**src/rtl/uart_hdx_arbiter.sv**
```systemverilog
// Half-duplex line-ownership arbiter for the UART: grants the shared line to RX or TX,
// inserts bit-time guard intervals at each turnaround and caps TX bursts.
module uart_hdx_arbiter #(
  parameter int unsigned GUARD_BITS  = 2,
  parameter int unsigned TX_BURST    = 4,
  parameter int unsigned LISTEN_BITS = 11
) (
  input  logic       clk,
  input  logic       rst_n,
  input  logic       tick_i,
  input  logic       fullduplex_i,
  input  logic       rx_i,
  input  logic       rx_frame_active_i,
  input  logic       tx_pending_i,
  input  logic       tx_busy_i,
  output logic       rx_enable_o,
  output logic       tx_enable_o,
  output logic       line_dir_o,
  output logic       collision_o,
  output logic [2:0] state_o
);

  localparam int unsigned GW = (GUARD_BITS > 0) ? $clog2(GUARD_BITS + 1) : 1;
  localparam int unsigned LW = (LISTEN_BITS > 0) ? $clog2(LISTEN_BITS + 1) : 1;
  localparam int unsigned BW = (TX_BURST > 1) ? $clog2(TX_BURST) : 1;

  localparam logic [GW-1:0] GUARD_LAST = GW'(GUARD_BITS - 1);
  localparam logic [LW-1:0] LISTEN_MAX = LW'(LISTEN_BITS);
  localparam logic [BW-1:0] BURST_LAST = BW'(TX_BURST - 1);

  typedef enum logic [2:0] {
    ST_LISTEN    = 3'd0,
    ST_RX_BUSY   = 3'd1,
    ST_TURN_TX   = 3'd2,
    ST_TX_ACTIVE = 3'd3,
    ST_TURN_RX   = 3'd4,
    ST_FD        = 3'd5
  } state_t;

  state_t        state_q, state_d;
  logic [LW-1:0] lcnt_q, lcnt_d;
  logic [GW-1:0] gcnt_q, gcnt_d;
  logic [BW-1:0] bcnt_q, bcnt_d;
  logic          busy_q;
  logic          rx_en_d, dir_d, coll_d;
  logic          done, end_burst;

  // A frame completes on the falling edge of tx_busy_i.
  assign done      = busy_q & ~tx_busy_i;
  assign end_burst = done & ((bcnt_q == BURST_LAST) | ~tx_pending_i);

  // Next-state, counter and registered-output decode.
  always_comb begin
    state_d = state_q;
    lcnt_d  = lcnt_q;
    gcnt_d  = gcnt_q;
    bcnt_d  = bcnt_q;
    coll_d  = 1'b0;

    unique case (state_q)
      ST_LISTEN: begin
        if (!rx_i || rx_frame_active_i) begin
          state_d = ST_RX_BUSY;
        end else begin
          if (tick_i && (lcnt_q != LISTEN_MAX)) lcnt_d = lcnt_q + LW'(1);
          if (tx_pending_i && (lcnt_q == LISTEN_MAX)) begin
            state_d = ST_TURN_TX;
            gcnt_d  = '0;
          end
        end
      end
      ST_RX_BUSY: begin
        if (!rx_frame_active_i && rx_i) begin
          state_d = ST_LISTEN;
          lcnt_d  = '0;
        end
      end
      ST_TURN_TX: begin
        // Far end started talking while we were about to drive: back off.
        if (!rx_i) begin
          state_d = ST_RX_BUSY;
          coll_d  = 1'b1;
        end else if (tick_i) begin
          if (gcnt_q == GUARD_LAST) begin
            state_d = ST_TX_ACTIVE;
            bcnt_d  = '0;
          end else begin
            gcnt_d = gcnt_q + GW'(1);
          end
        end
      end
      ST_TX_ACTIVE: begin
        if (end_burst || (tick_i && !tx_busy_i && !tx_pending_i)) begin
          state_d = ST_TURN_RX;
          gcnt_d  = '0;
        end else if (done) begin
          bcnt_d = bcnt_q + BW'(1);
        end
      end
      ST_TURN_RX: begin
        if (tick_i) begin
          if (gcnt_q == GUARD_LAST) begin
            state_d = ST_LISTEN;
            lcnt_d  = '0;
          end else begin
            gcnt_d = gcnt_q + GW'(1);
          end
        end
      end
      ST_FD: begin
        if (!fullduplex_i) begin
          state_d = ST_LISTEN;
          lcnt_d  = '0;
        end
      end
      default: begin
        state_d = ST_LISTEN;
        lcnt_d  = '0;
      end
    endcase

    // Full-duplex mode overrides every other transition, including a collision abort.
    if (fullduplex_i) begin
      state_d = ST_FD;
      coll_d  = 1'b0;
    end

    rx_en_d = (state_d == ST_LISTEN) || (state_d == ST_RX_BUSY) || (state_d == ST_FD);
    dir_d   = (state_d == ST_TX_ACTIVE) || (state_d == ST_FD);
  end

  // State, counters and registered outputs.
  always_ff @(posedge clk or negedge rst_n) begin
    if (!rst_n) begin
      state_q     <= ST_LISTEN;
      lcnt_q      <= '0;
      gcnt_q      <= '0;
      bcnt_q      <= '0;
      busy_q      <= 1'b0;
      rx_enable_o <= 1'b1;
      line_dir_o  <= 1'b0;
      collision_o <= 1'b0;
    end else begin
      state_q     <= state_d;
      lcnt_q      <= lcnt_d;
      gcnt_q      <= gcnt_d;
      bcnt_q      <= bcnt_d;
      busy_q      <= tx_busy_i;
      rx_enable_o <= rx_en_d;
      line_dir_o  <= dir_d;
      collision_o <= coll_d;
    end
  end

  // Enable drops in the done cycle itself so no new frame starts on the way out.
  assign tx_enable_o = ((state_q == ST_TX_ACTIVE) && !end_burst) || (state_q == ST_FD);
  assign state_o     = state_q;

endmodule

```
**config.mk**
```make
export PLATFORM = sky130hd
export DESIGN_NAME = uart_hdx_arbiter
export DESIGN_NICKNAME = d
export VERILOG_FILES = /design/src/rtl/uart_hdx_arbiter.sv
export SDC_FILE = /design/constraint.sdc
export NUM_CORES = 1
export LEC_CHECK = 0
export BUFFER_PORTS_ARGS = -buffer_cell sky130_fd_sc_hd__buf_2
export CAP_MARGIN = 25
export CORE_UTILIZATION = 45
export CTS_CLUSTER_DIAMETER = 30
export DETAILED_ROUTE_END_ITERATION = 7
export GPL_TIMING_DRIVEN = 0
export HOLD_SLACK_MARGIN = 0.02
export PLACE_DENSITY = 0.64
export RECOVER_POWER = 50
export SLEW_MARGIN = 5
export SYNTH_ARGS = -nofsm -noshare
export SYNTH_HDL_FRONTEND = slang
export SYNTH_SLANG_ARGS = --single-unit
export TNS_END_PERCENT = 10
```
**constraint.sdc**
```tcl
create_clock -name clk -period 4.3 [get_ports clk]
set_input_delay 0.215 -clock clk [delete_from_list [all_inputs] [get_ports clk]]
set_output_delay 0.215 -clock clk [all_outputs]
set_load 0.005 [all_outputs]
```
After elaboration in Yosys (flattened, before gate mapping). Index checks and enable logic that the tools add are counted.

Word-level logic and storage cells: 101. Register bits after elaboration: 15. Bits of input ports: 8. Memory bits (writable): 0. Bits in latches: 0. Memories: 0. Output and inout port bits: 7. Bits in read-only memories: 0.

Eq/ne operators: 25. Shift-type cells: 0. Add/subtract/negate cells: 3. Bitwise operators: 6. Reductions and logical operators: 25. Multiply operators: 0. $lt $le $gt $ge: 0. Mux-type cells: 34. Div/mod/pow operators: 0.

Operators with widths (count): 3-bit 2-to-1 mux (10); 2-bit != test (second input constant) (13); 4-bit 2-to-1 mux (6); 2-bit 2-to-1 mux (11); 4-bit case mux with 5 select lines (1); 3-bit case mux with 5 select lines (1); 3-bit by 2-bit == test with 1-bit output (second input constant) (3); 3-bit == test (second input constant) (3); 2-bit case mux with 4 select lines (1); 7-bit AND reduction (1); 3-bit by 1-bit == test with 1-bit output (second input constant) (2); 1-bit logical AND (6); 3-bit logical NOT (2); 1-bit logical OR (6); 6-bit AND reduction (1); 1-bit logical NOT (5); 5-bit AND reduction (1); 2-bit by 1-bit adder with 2-bit output (second input constant) (2); 4-bit by 1-bit adder with 4-bit output (second input constant) (1); 4-bit == test (second input constant) (1); 4-bit != test (second input constant) (1); 2-bit case mux with 2 select lines (1); 4-bit nonzero test (1); 1-bit 2-to-1 mux (3); other kinds (7) (10).

Logic depth before layout (Yosys ltp). Gate-level depths: netlist of run 1.

Depth in word-level cells: 10. Mapped depth: 6.

Worst setup path before layout of run 1. OpenSTA, ideal clock, no wires.

Path type: reg2reg. Start: register lcnt_q[0]. End: register gcnt_q[0]. Setup slack: 2637 ps. Stages on the path, launching flop included: 6. Clock period less this slack: 1663 ps. Arrival time: 1539 ps. Setup time: 125 ps. Path buffers: 0. Cells stage by stage: dfrtp_1 ha_1 and4b_1 a22o_1 o221ai_1 mux2_2.

Word-level cells in the longest chain between the ends: 4.

RTL lines: start: declaration (line 41) `logic [LW-1:0] lcnt_q, lcnt_d;`; start signal: assignment (line 145) `lcnt_q <= lcnt_d;`; 4-bit == test (line 66) `if (tx_pending_i && (lcnt_q == LISTEN_MAX)) begin`; 1-bit logical AND (line 66); 2-bit != test (no source line); 5-bit AND reduction (no source line); end signal: assignment (line 146) `gcnt_q <= gcnt_d;`; end: declaration (line 42) `logic [GW-1:0] gcnt_q, gcnt_d;`.

Every way passes these cells. A chain may end at the register's enable or synchronous reset.

Worst setup path in the final report of run 1. Same ends and word-level chain as after synthesis.

==> out/qor.txt, run 1 <==
Relative slew slack = 43.9%
Critical Path End Type = register
Required time worst endpoint = 4.49 ns
Reg-to-reg endpoint = gcnt_q[0]$_DFFE_PN0P_
Clock root cell = clkbuf_4
Final worst-path cycle share = 43.4%
FMAX = 0.536 GHz
Hold Startpoint = tx_busy_i
Worst min-delay path class = in2reg
Synth area leader = dfrtp_1
Max IR drop VDD = 0.000181 V
Synth warn = 0
# DRC = 0
Post-CTS setup buffers = 0
Diode count = 0
Starting Density = 48.1%
Area delta synth->final = 14.6%
Seq/Total Area, Yosys = 39.5%
Commonest cells after routing, fill and taps aside = 14 x dfrtp_1, 13 x buf_2, 9 x inv_1
Top_reg_cell synth = dfrtp_1
WL per Instance = 14.5 um
Top cells by area, synth = dfrtp_1 37%, ha_1 3.9%, inv_1 3.5%
DRT iter0 DRCs = 6
Mapped cell area = 953 um2
Setup Viol. Count Final = 0
Vias in the first global route = 752
Reg2reg start = lcnt_q[0]$_DFFE_PN0P_
Worst Setup Start Kind = register
Flops & latches, synth = 15
Fill cells = 177
Chip height = 48.0 um
Final Wtd Congestion = 0.880
TritonRoute pass-1 iters = 4
Routed vias = 818
Ys async rst share = 100%
Synth top area share = 36.7%
Total Power = 306 uW
Chip width = 48.0 um
Port bufs = 14
Routed Antenna Nets = 0
Least-Margin Pin Slew = 0.841 ns
Status = finished clean
Final hold vios = 0
Hold Buf Count CTS = 1
Worst reg2reg path depth = 5
Routed wire length = 2060 um
Clk pin slew, worst setup/hold paths = 0.10 ns
Final nets = 127
Critical path class = reg2reg
WHS Path Cells = 1
First-pass GRT wire length = 3370 um
Rows = 16
Syn avg cell area = 9.93 um2
Clock Sinks = 15
TNS Setup = 0 ns
Largest net degree at the start of global routing = 16
R2r setup slk = 2.44 ns
Number of flops mapped to enable cells by yosys = 0
Overall die area = 0.00231 mm2
Clk_lat worst skew = 0.29 ns
HPWL after detailed placement = 1520 um
Fin area = 0.00109 mm2
Core area = 0.00198 mm2
PwrDens = 280 mW/mm2
Max Cap Viol = 0
Clock Path Buffers = 2
TritonCTS buffer count = 3
Vias/cell = 5.76
GRT Total Usage = 21.5%
Worst Path Arrival = 2.05 ns
Fin crit period = 1.86 ns
Commonest non-fill, non-tap cell in the layout = dfrtp_1
Max-slew violations = 0
Placed instance area = 0.00106 mm2
Share of cells above drive strength 1 = 21.7%
Clock Skew = 0.00837 ns
LEAKAGE = 0.000540 uW
Post-synthesis net count = 107
Worst Path Max Fanout = 4
Cts repair resizes = 0
Htree depth = 1
Syn Inst Count = 96
Min-Delay Endpoint = busy_q$_DFF_PN0_
Initial antenna violation count = 0
Netlist cell types = 46
RSZ-0062 raised after global routing = false
CTS tree = yes
Grt total ovfl = 0
Io pins = 15
synth_stat cells, drive strengths merged (2+ instances only):
| cell | count |
|---|---|
| buf | 3 |
| ha | 3 |
| a21oi | 4 |
| a21o | 2 |
| and3 | 2 |
| a32oi | 2 |
| nor3b | 2 |
| nor2 | 5 |
| mux2 | 3 |
| o21ai | 4 |
| dfrtp | 14 |
| nor2b | 2 |
| a211oi | 2 |
| a211o | 2 |
| nand2b | 3 |
| inv | 9 |
| nand2 | 6 |
| nor3 | 3 |
| mux2i | 2 |
layer usage:
layer	up-vias	global-route usage [%]	routed length, um
met5	-	0	0
met4	0	8.33	29
met3	5	4.53	52
met2	19	33.2	954
met1	390	29.2	1020
li1	404	-	-
cell families after synthesis:
family | Yosys count | synth area share [%]
compound gates | 26 | 19.8
fa+ha+maj | 3 | 3.94
buf+inv | 12 | 6.04
flops | 15 | 39.5
mux | 5 | 5.64
simple gates | 35 | 25.1
stage by stage:
step | util (%) | setup WS (ns) | instances | hold WS [ns]
2_1_floorplan | - | 2.64 | 96 | -0.0806
3_3_place_gp | 53.3 | 2.49 | 137 | 0.139
3_5_place_dp | 53.3 | 2.47 | 137 | 0.152
4_1_cts | 55.2 | 2.45 | 142 | 0.0716
5_1_grt | 55.1 | 2.36 | 142 | 0.0740
6_report | 55.1 | 2.44 | 142 | 0.0906
layout make-up:
cell class / instances / area (um2) / area share (%)
plain buffers: 3 / 23.8 / 2.18
clock buffers: 3 / 22.5 / 2.06
clock inverters: 1 / 5.00 / 0.458
inverters: 9 / 33.8 / 3.09
multi-input cells: 69 / 519 / 47.5
flip-flops and latches: 15 / 377 / 34.5
well taps: 27 / 33.8 / 3.09
repair buffers: 15 / 77.6 / 7.10
worst max-delay path: stages (launching register included):
cell and delay [ns]:
dfrtp_1 0.42, ha_1 0.26, and4b_1 0.23, a22o_1 0.18, o221ai_1 0.30, mux2_2 0.38
flip-flops by register name (all words and copies together) (netlist names):
name         cells
line_dir_o       1
busy_q           1
lcnt_q           4
collision_o      1
rx_enable_o      1
gcnt_q           2
bcnt_q           2
state_o          3
worst max-delay path by stage:
stage	to	slack, ns	cells after the start	start
6_report	gcnt_q[0]$_DFFE_PN0P_	2.44	5	lcnt_q[0]$_DFFE_PN0P_
5_1_grt	gcnt_q[0]$_DFFE_PN0P_	2.36	5	lcnt_q[0]$_DFFE_PN0P_
4_1_cts	gcnt_q[0]$_DFFE_PN0P_	2.45	5	lcnt_q[0]$_DFFE_PN0P_
3_5_place_dp	gcnt_q[0]$_DFFE_PN0P_	2.47	5	lcnt_q[0]$_DFFE_PN0P_
3_3_place_gp	gcnt_q[0]$_DFFE_PN0P_	2.49	5	lcnt_q[0]$_DFFE_PN0P_
2_1_floorplan	gcnt_q[0]$_DFFE_PN0P_	2.64	5	lcnt_q[0]$_DFFE_PN0P_
power by group:
| part | switching, uW | internal (uW) | total [uW] |
|---|---|---|---|
| clock network | 48.4 | 34.6 | 83.0 |
| logic | 35.5 | 29.0 | 64.5 |
| registers | 6.93 | 152 | 159 |
Note: power is estimated with default switching activity, not from simulation.
==> run 2: changes to the inputs <==
==> constraint.sdc (replaced) <==
create_clock -name clk -period 1.83 [get_ports clk]
set_input_delay 0.0915 -clock clk [delete_from_list [all_inputs] [get_ports clk]]
set_output_delay 0.0915 -clock clk [all_outputs]
set_load 0.005 [all_outputs]
==> run 2 against run 1 <==
  * Critical path depth stayed put
  * Wire length is 5.2% higher
  * Clock-buffer cell count stayed put
  * First-iteration DRC count grew to 2.8 times the previous value
  * Setup slack worse by 2.4 ns
  * Sequential power is 130% higher
  * Register-to-register slack worse by 2.4 ns
  * Maximum frequency is 4.0% higher
  * Die area stayed put
  * Critical path type unchanged
  * Largest cell class unchanged
  * Largest power group unchanged
==> out/qor.txt, run 2 (same netlist as run 1, synthesis figures left out) <==
Post-layout util = 57.8%
Critical path class = reg2reg
Chip height = 48.0 um
Final Wtd Congestion = 0.880
Max IR drop VDD = 0.000436 V
Worst Path Max Fanout = 4
Clock Sinks = 15
Clock Path Buffers = 2
TritonCTS buffer count = 3
Min-Delay Endpoint = rx_enable_o$_DFF_PN1_
Commonest cells after routing, fill and taps aside = 14 x buf_2, 14 x dfrtp_1, 9 x inv_1
Biggest register = lcnt_q
Clock Skew = 0.00894 ns
Pre-CTS WS = -0.00299 ns
WHS Path Cells = 2
Routed vias = 846
Htree depth = 1
Max-slew violations = 0
RSZ-0062 raised after global routing = true
LEAKAGE = 0.000561 uW
Least-Margin Pin Slew = 0.846 ns
Overall die area = 0.00231 mm2
GRT Total Usage = 22.0%
Diode count = 0
First-pass GRT wire length = 3450 um
Worst Path Arrival = 1.98 ns
Clock root cell = clkbuf_4
Share of cells above drive strength 1 = 24.6%
Final non-filler cell total = 145
# DRC = 0
Worst reg2reg path depth = 5
Io pins = 15
Area delta synth->final = 20.1%
Chip width = 48.0 um
Max Cap Viol = 0
Fin crit period = 1.79 ns
Placed Cells = 137
Final hold vios = 0
Post-CTS setup buffers = 0
Worst min-delay path class = in2reg
Status = finished clean
Vias/cell = 5.83
Starting Density = 48.1%
Initial antenna violation count = 0
R2r setup slk = 0.04 ns
DRT iter0 DRCs = 17
Worst Setup Start Kind = register
PwrDens = 640 mW/mm2
Clk_lat worst skew = 0.29 ns
FMAX = 0.558 GHz
Required time worst endpoint = 2.02 ns
Core area = 0.00198 mm2
Routed wire length = 2170 um
Final nets = 130
Routed Antenna Nets = 0
Largest net degree at the start of global routing = 16
Hold Startpoint = fullduplex_i
Reg2reg start = lcnt_q[0]$_DFFE_PN0P_
Final worst-path cycle share = 98.0%
Vias in the first global route = 784
Reg-to-reg endpoint = gcnt_q[0]$_DFFE_PN0P_
Grt total ovfl = 0
Relative slew slack = 43.6%
Setup ws final = 0.0368 ns
Hold WS = 0.0939 ns
CTS tree = yes
Critical Path End Type = register
Number of flip-flops in the largest register = 4
WL per Instance = 15.0 um
HPWL after detailed placement = 1520 um
Port bufs = 14
Setup Viol. Count Final = 0
Clk pin slew, worst setup/hold paths = 0.10 ns
Rows = 16
TNS Setup = 0 ns
TritonRoute pass-1 iters = 4
[run 2: worst max path at each step]
stage | start | endpoint | slack, ns | cells past startpoint
floorplan | lcnt_q[0]$_DFFE_PN0P_ | gcnt_q[0]$_DFFE_PN0P_ | 0.17 | 5
global placement | lcnt_q[0]$_DFFE_PN0P_ | gcnt_q[0]$_DFFE_PN0P_ | 0.02 | 5
detailed placement | lcnt_q[0]$_DFFE_PN0P_ | gcnt_q[0]$_DFFE_PN0P_ | -0.003 | 5
CTS | bcnt_q[0]$_DFFE_PN0P_ | line_dir_o$_DFF_PN0_ | 0.03 | 5
global route | bcnt_q[0]$_DFFE_PN0P_ | line_dir_o$_DFF_PN0_ | -0.02 | 5
finish | lcnt_q[0]$_DFFE_PN0P_ | gcnt_q[0]$_DFFE_PN0P_ | 0.04 | 5
[run 2: report_power, final]
group	switching, uW	leakage [uW]	internal (uW)
logic	87.9	0.000350	73.1
clock network	117	0.0000177	81.4
registers	16.3	0.000194	357
[run 2: layout make-up]
| type | count | area, um2 |
|---|---|---|
| buffer | 3 | 23.8 |
| clock buffer | 3 | 22.5 |
| clock inverter | 1 | 5.00 |
| fill | 169 | 837 |
| inverter | 9 | 33.8 |
| multi-input combinational | 69 | 541 |
| sequential | 15 | 377 |
| tap | 27 | 33.8 |
| timing repair buffer | 18 | 109 |
[run 2: metrics by stage]
step / power, uW / instance area, um2
4_1_cts: 733 / 1130
3_3_place_gp: 528 / 1060
2_1_floorplan: 479 / 953
6_report: 733 / 1140
5_1_grt: 776 / 1140
3_5_place_dp: 530 / 1060
[run 2: metal layers]
| layer | wire length [um] | vias up | part of all wire [%] | global-route usage, % |
|---|---|---|---|---|
| met5 | 0 | - | 0 | 0 |
| li1 | - | 404 | - | - |
| met4 | 29 | 0 | 1.3 | 11.1 |
| met3 | 74 | 6 | 3.4 | 5.28 |
| met1 | 999 | 417 | 46 | 28.3 |
| met2 | 1070 | 19 | 49 | 34.3 |
[run 2: worst max-delay path: stages (launching register included)]
cell and delay (ns):
dfrtp_1 0.42, ha_1 0.26, and4b_1 0.22, a22o_1 0.20, o221ai_2 0.22, mux2_2 0.37
[run 2: timing repair]
action | CTS | global route
pin swaps | 0 | 1
gates resized for setup | 1 | 3
hold buffers | 4 | 0
setup endpoints to repair | 1 | 4
endpoints found under the hold margin | 17 | 0
==> run 3: changes to the inputs <==
==> constraint.sdc (replaced) <==
create_clock -name clk -period 1.83 [get_ports clk]
set_input_delay 0.0915 -clock clk [delete_from_list [all_inputs] [get_ports clk]]
set_output_delay 0.0915 -clock clk [all_outputs]
set_load 0.02 [all_outputs]
==> run 3 against run 2 <==
  * Hold slack did not move
  * Wire length did not move
  * Critical endpoint unchanged
  * Critical path depth did not move
  * Largest power group unchanged
  * Utilization fell by 0.063 points
  * Final area fell by 0.11%
==> out/qor.txt, run 3 (same netlist as run 1, synthesis figures left out) <==
Status = finished clean
Setup Viol. Count Final = 0
Vias/cell = 5.83
Diode count = 0
Clk_lat worst skew = 0.29 ns
TNS Setup = 0 ns
Combinational Power Share = 23.1%
Htree depth = 1
Starting Density = 48.1%
Biggest register = lcnt_q
Io pins = 15
Largest net degree at the start of global routing = 16
Final worst-path cycle share = 98.0%
Critical Path, Cell by Cell = ha_1 > and4b_1 > a22o_1 > o221ai_2 > mux2_2
Routed Antenna Nets = 0
Clock Path Buffers = 2
DRT iter0 DRCs = 17
Final non-filler cell total = 145
WL met1 = 999 um
Pint = 512 uW
Commonest cells after routing, fill and taps aside = 14 x dfrtp_1, 13 x buf_2, 9 x inv_1
Max IR drop VDD = 0.000443 V
FMAX = 0.558 GHz
PwrDens = 650 mW/mm2
Setup ws final = 0.0368 ns
Required time worst endpoint = 2.02 ns
CTS tree = yes
Share of cells above drive strength 1 = 23.7%
Placed Cells = 137
Largest stage delay, worst path = 0.42 ns
Worst Setup Start Kind = register
Worst Path Max Fanout = 4
Placed instance area = 0.00106 mm2
Commonest non-fill, non-tap cell in the layout = dfrtp_1
GRT Total Usage = 22.0%
Multi-input gate area = 541 um2
# DRC = 0
Fin crit period = 1.79 ns
Clk pin slew, worst setup/hold paths = 0.10 ns
Max Cap Viol = 0
First-pass GRT wire length = 3450 um
Worst path slowest cell = dfrtp_1
Worst min-delay path class = in2reg
Relative slew slack = 43.6%
Grt total ovfl = 0
Area delta synth->final = 19.9%
Routed wire length = 2170 um
Clock Sinks = 15
Fill cells = 169
DR top layer = met4
Clock root cell = clkbuf_4
Pre-CTS WS = -0.00299 ns
Reg area = 377 um2
WL per Instance = 15.0 um
Overall die area = 0.00231 mm2
Initial antenna violation count = 0
Vias in the first global route = 784
Chip width = 48.0 um
Sw power = 231 uW
Met3 wire length = 74 um
Clock Power Share = 26.7%
Critical path class = reg2reg
Metal2 WL = 1070 um
Critical Path End Type = register
Core area = 0.00198 mm2
Port bufs = 14
Final nets = 130
LEAKAGE = 0.000557 uW
Number of flip-flops in the largest register = 4
Max-slew violations = 0
Post-layout util = 57.7%
Final Wtd Congestion = 0.880
Routed vias = 846
Clock Skew = 0.00894 ns
Least-Margin Pin Slew = 0.846 ns
Fin area = 0.00114 mm2
Final hold vios = 0
Rows = 16
HPWL after detailed placement = 1520 um
Chip height = 48.0 um
TritonCTS buffer count = 3
TritonRoute pass-1 iters = 4
Switching Fraction = 31.1%
RSZ-0062 raised after global routing = true
Sequential Power Share = 50.2%
Worst Path Arrival = 1.98 ns
## run 3: per-layer routing
layer	up-vias	GRT usage, %
met1	417	28.3
li1	404	-
met5	-	0
met2	19	34.3
met4	0	11.1
met3	6	5.28
## run 3: path summary, 6_finish.rpt
kind,end,slack (ns),cells after the start,from
worst max-delay path,gcnt_q[0]$_DFFE_PN0P_,0.04,5,lcnt_q[0]$_DFFE_PN0P_
worst min-delay path,rx_enable_o$_DFF_PN1_,0.09,2,fullduplex_i
worst max register to register,gcnt_q[0]$_DFFE_PN0P_,0.04,5,lcnt_q[0]$_DFFE_PN0P_
worst min register to register,bcnt_q[1]$_DFFE_PN0P_,0.49,1,bcnt_q[1]$_DFFE_PN0P_
max in group asynchronous,bcnt_q[1]$_DFFE_PN0P_,0.90,2,rst_n
min in group asynchronous,lcnt_q[1]$_DFFE_PN0P_,0.40,2,rst_n
## run 3: stage by stage
stage / total power [uW] / hold slack (ns)
global route: 786 / 0.0925
detailed placement: 540 / 0.0284
CTS: 743 / 0.0960
floorplan: 489 / -0.204
global placement: 538 / 0.0154
finish: 743 / 0.0939
## run 3: layout make-up
type / count / share of cell area [%]
inverters: 9 / 2.95
multi-input cells: 69 / 47.3
clock inverters: 1 / 0.438
clock buffers: 3 / 1.97
well taps: 27 / 2.95
repair buffers: 18 / 9.41
flip-flops and latches: 15 / 32.9
plain buffers: 3 / 2.08
## run 3: critical path, delay by kind of cell, from the launching register on
kind	cells	cell delay, ns
AOI/OAI and AO/OA	2	0.42
adders and majority gates	1	0.26
DFF	1	0.42
muxes	1	0.37
and+or+nand+nor	1	0.22
## run 3: what timing repair did
action,CTS,global route
setup buffers,0,0
setup endpoints to repair,1,4
pin swaps,0,1
hold buffers,4,0
hold endpoints to repair,17,0
cloned,0,0
gates resized for setup,1,3
## run 3: power groups by stage
stage / sequential [uW] / combinational [uW] / clock [uW]
floorplan: 385 / 104 / 0
global placement: 379 / 159 / 0
detailed placement: 380 / 160 / 0
CTS: 374 / 167 / 202
global route: 377 / 191 / 219
finish: 373 / 171 / 198
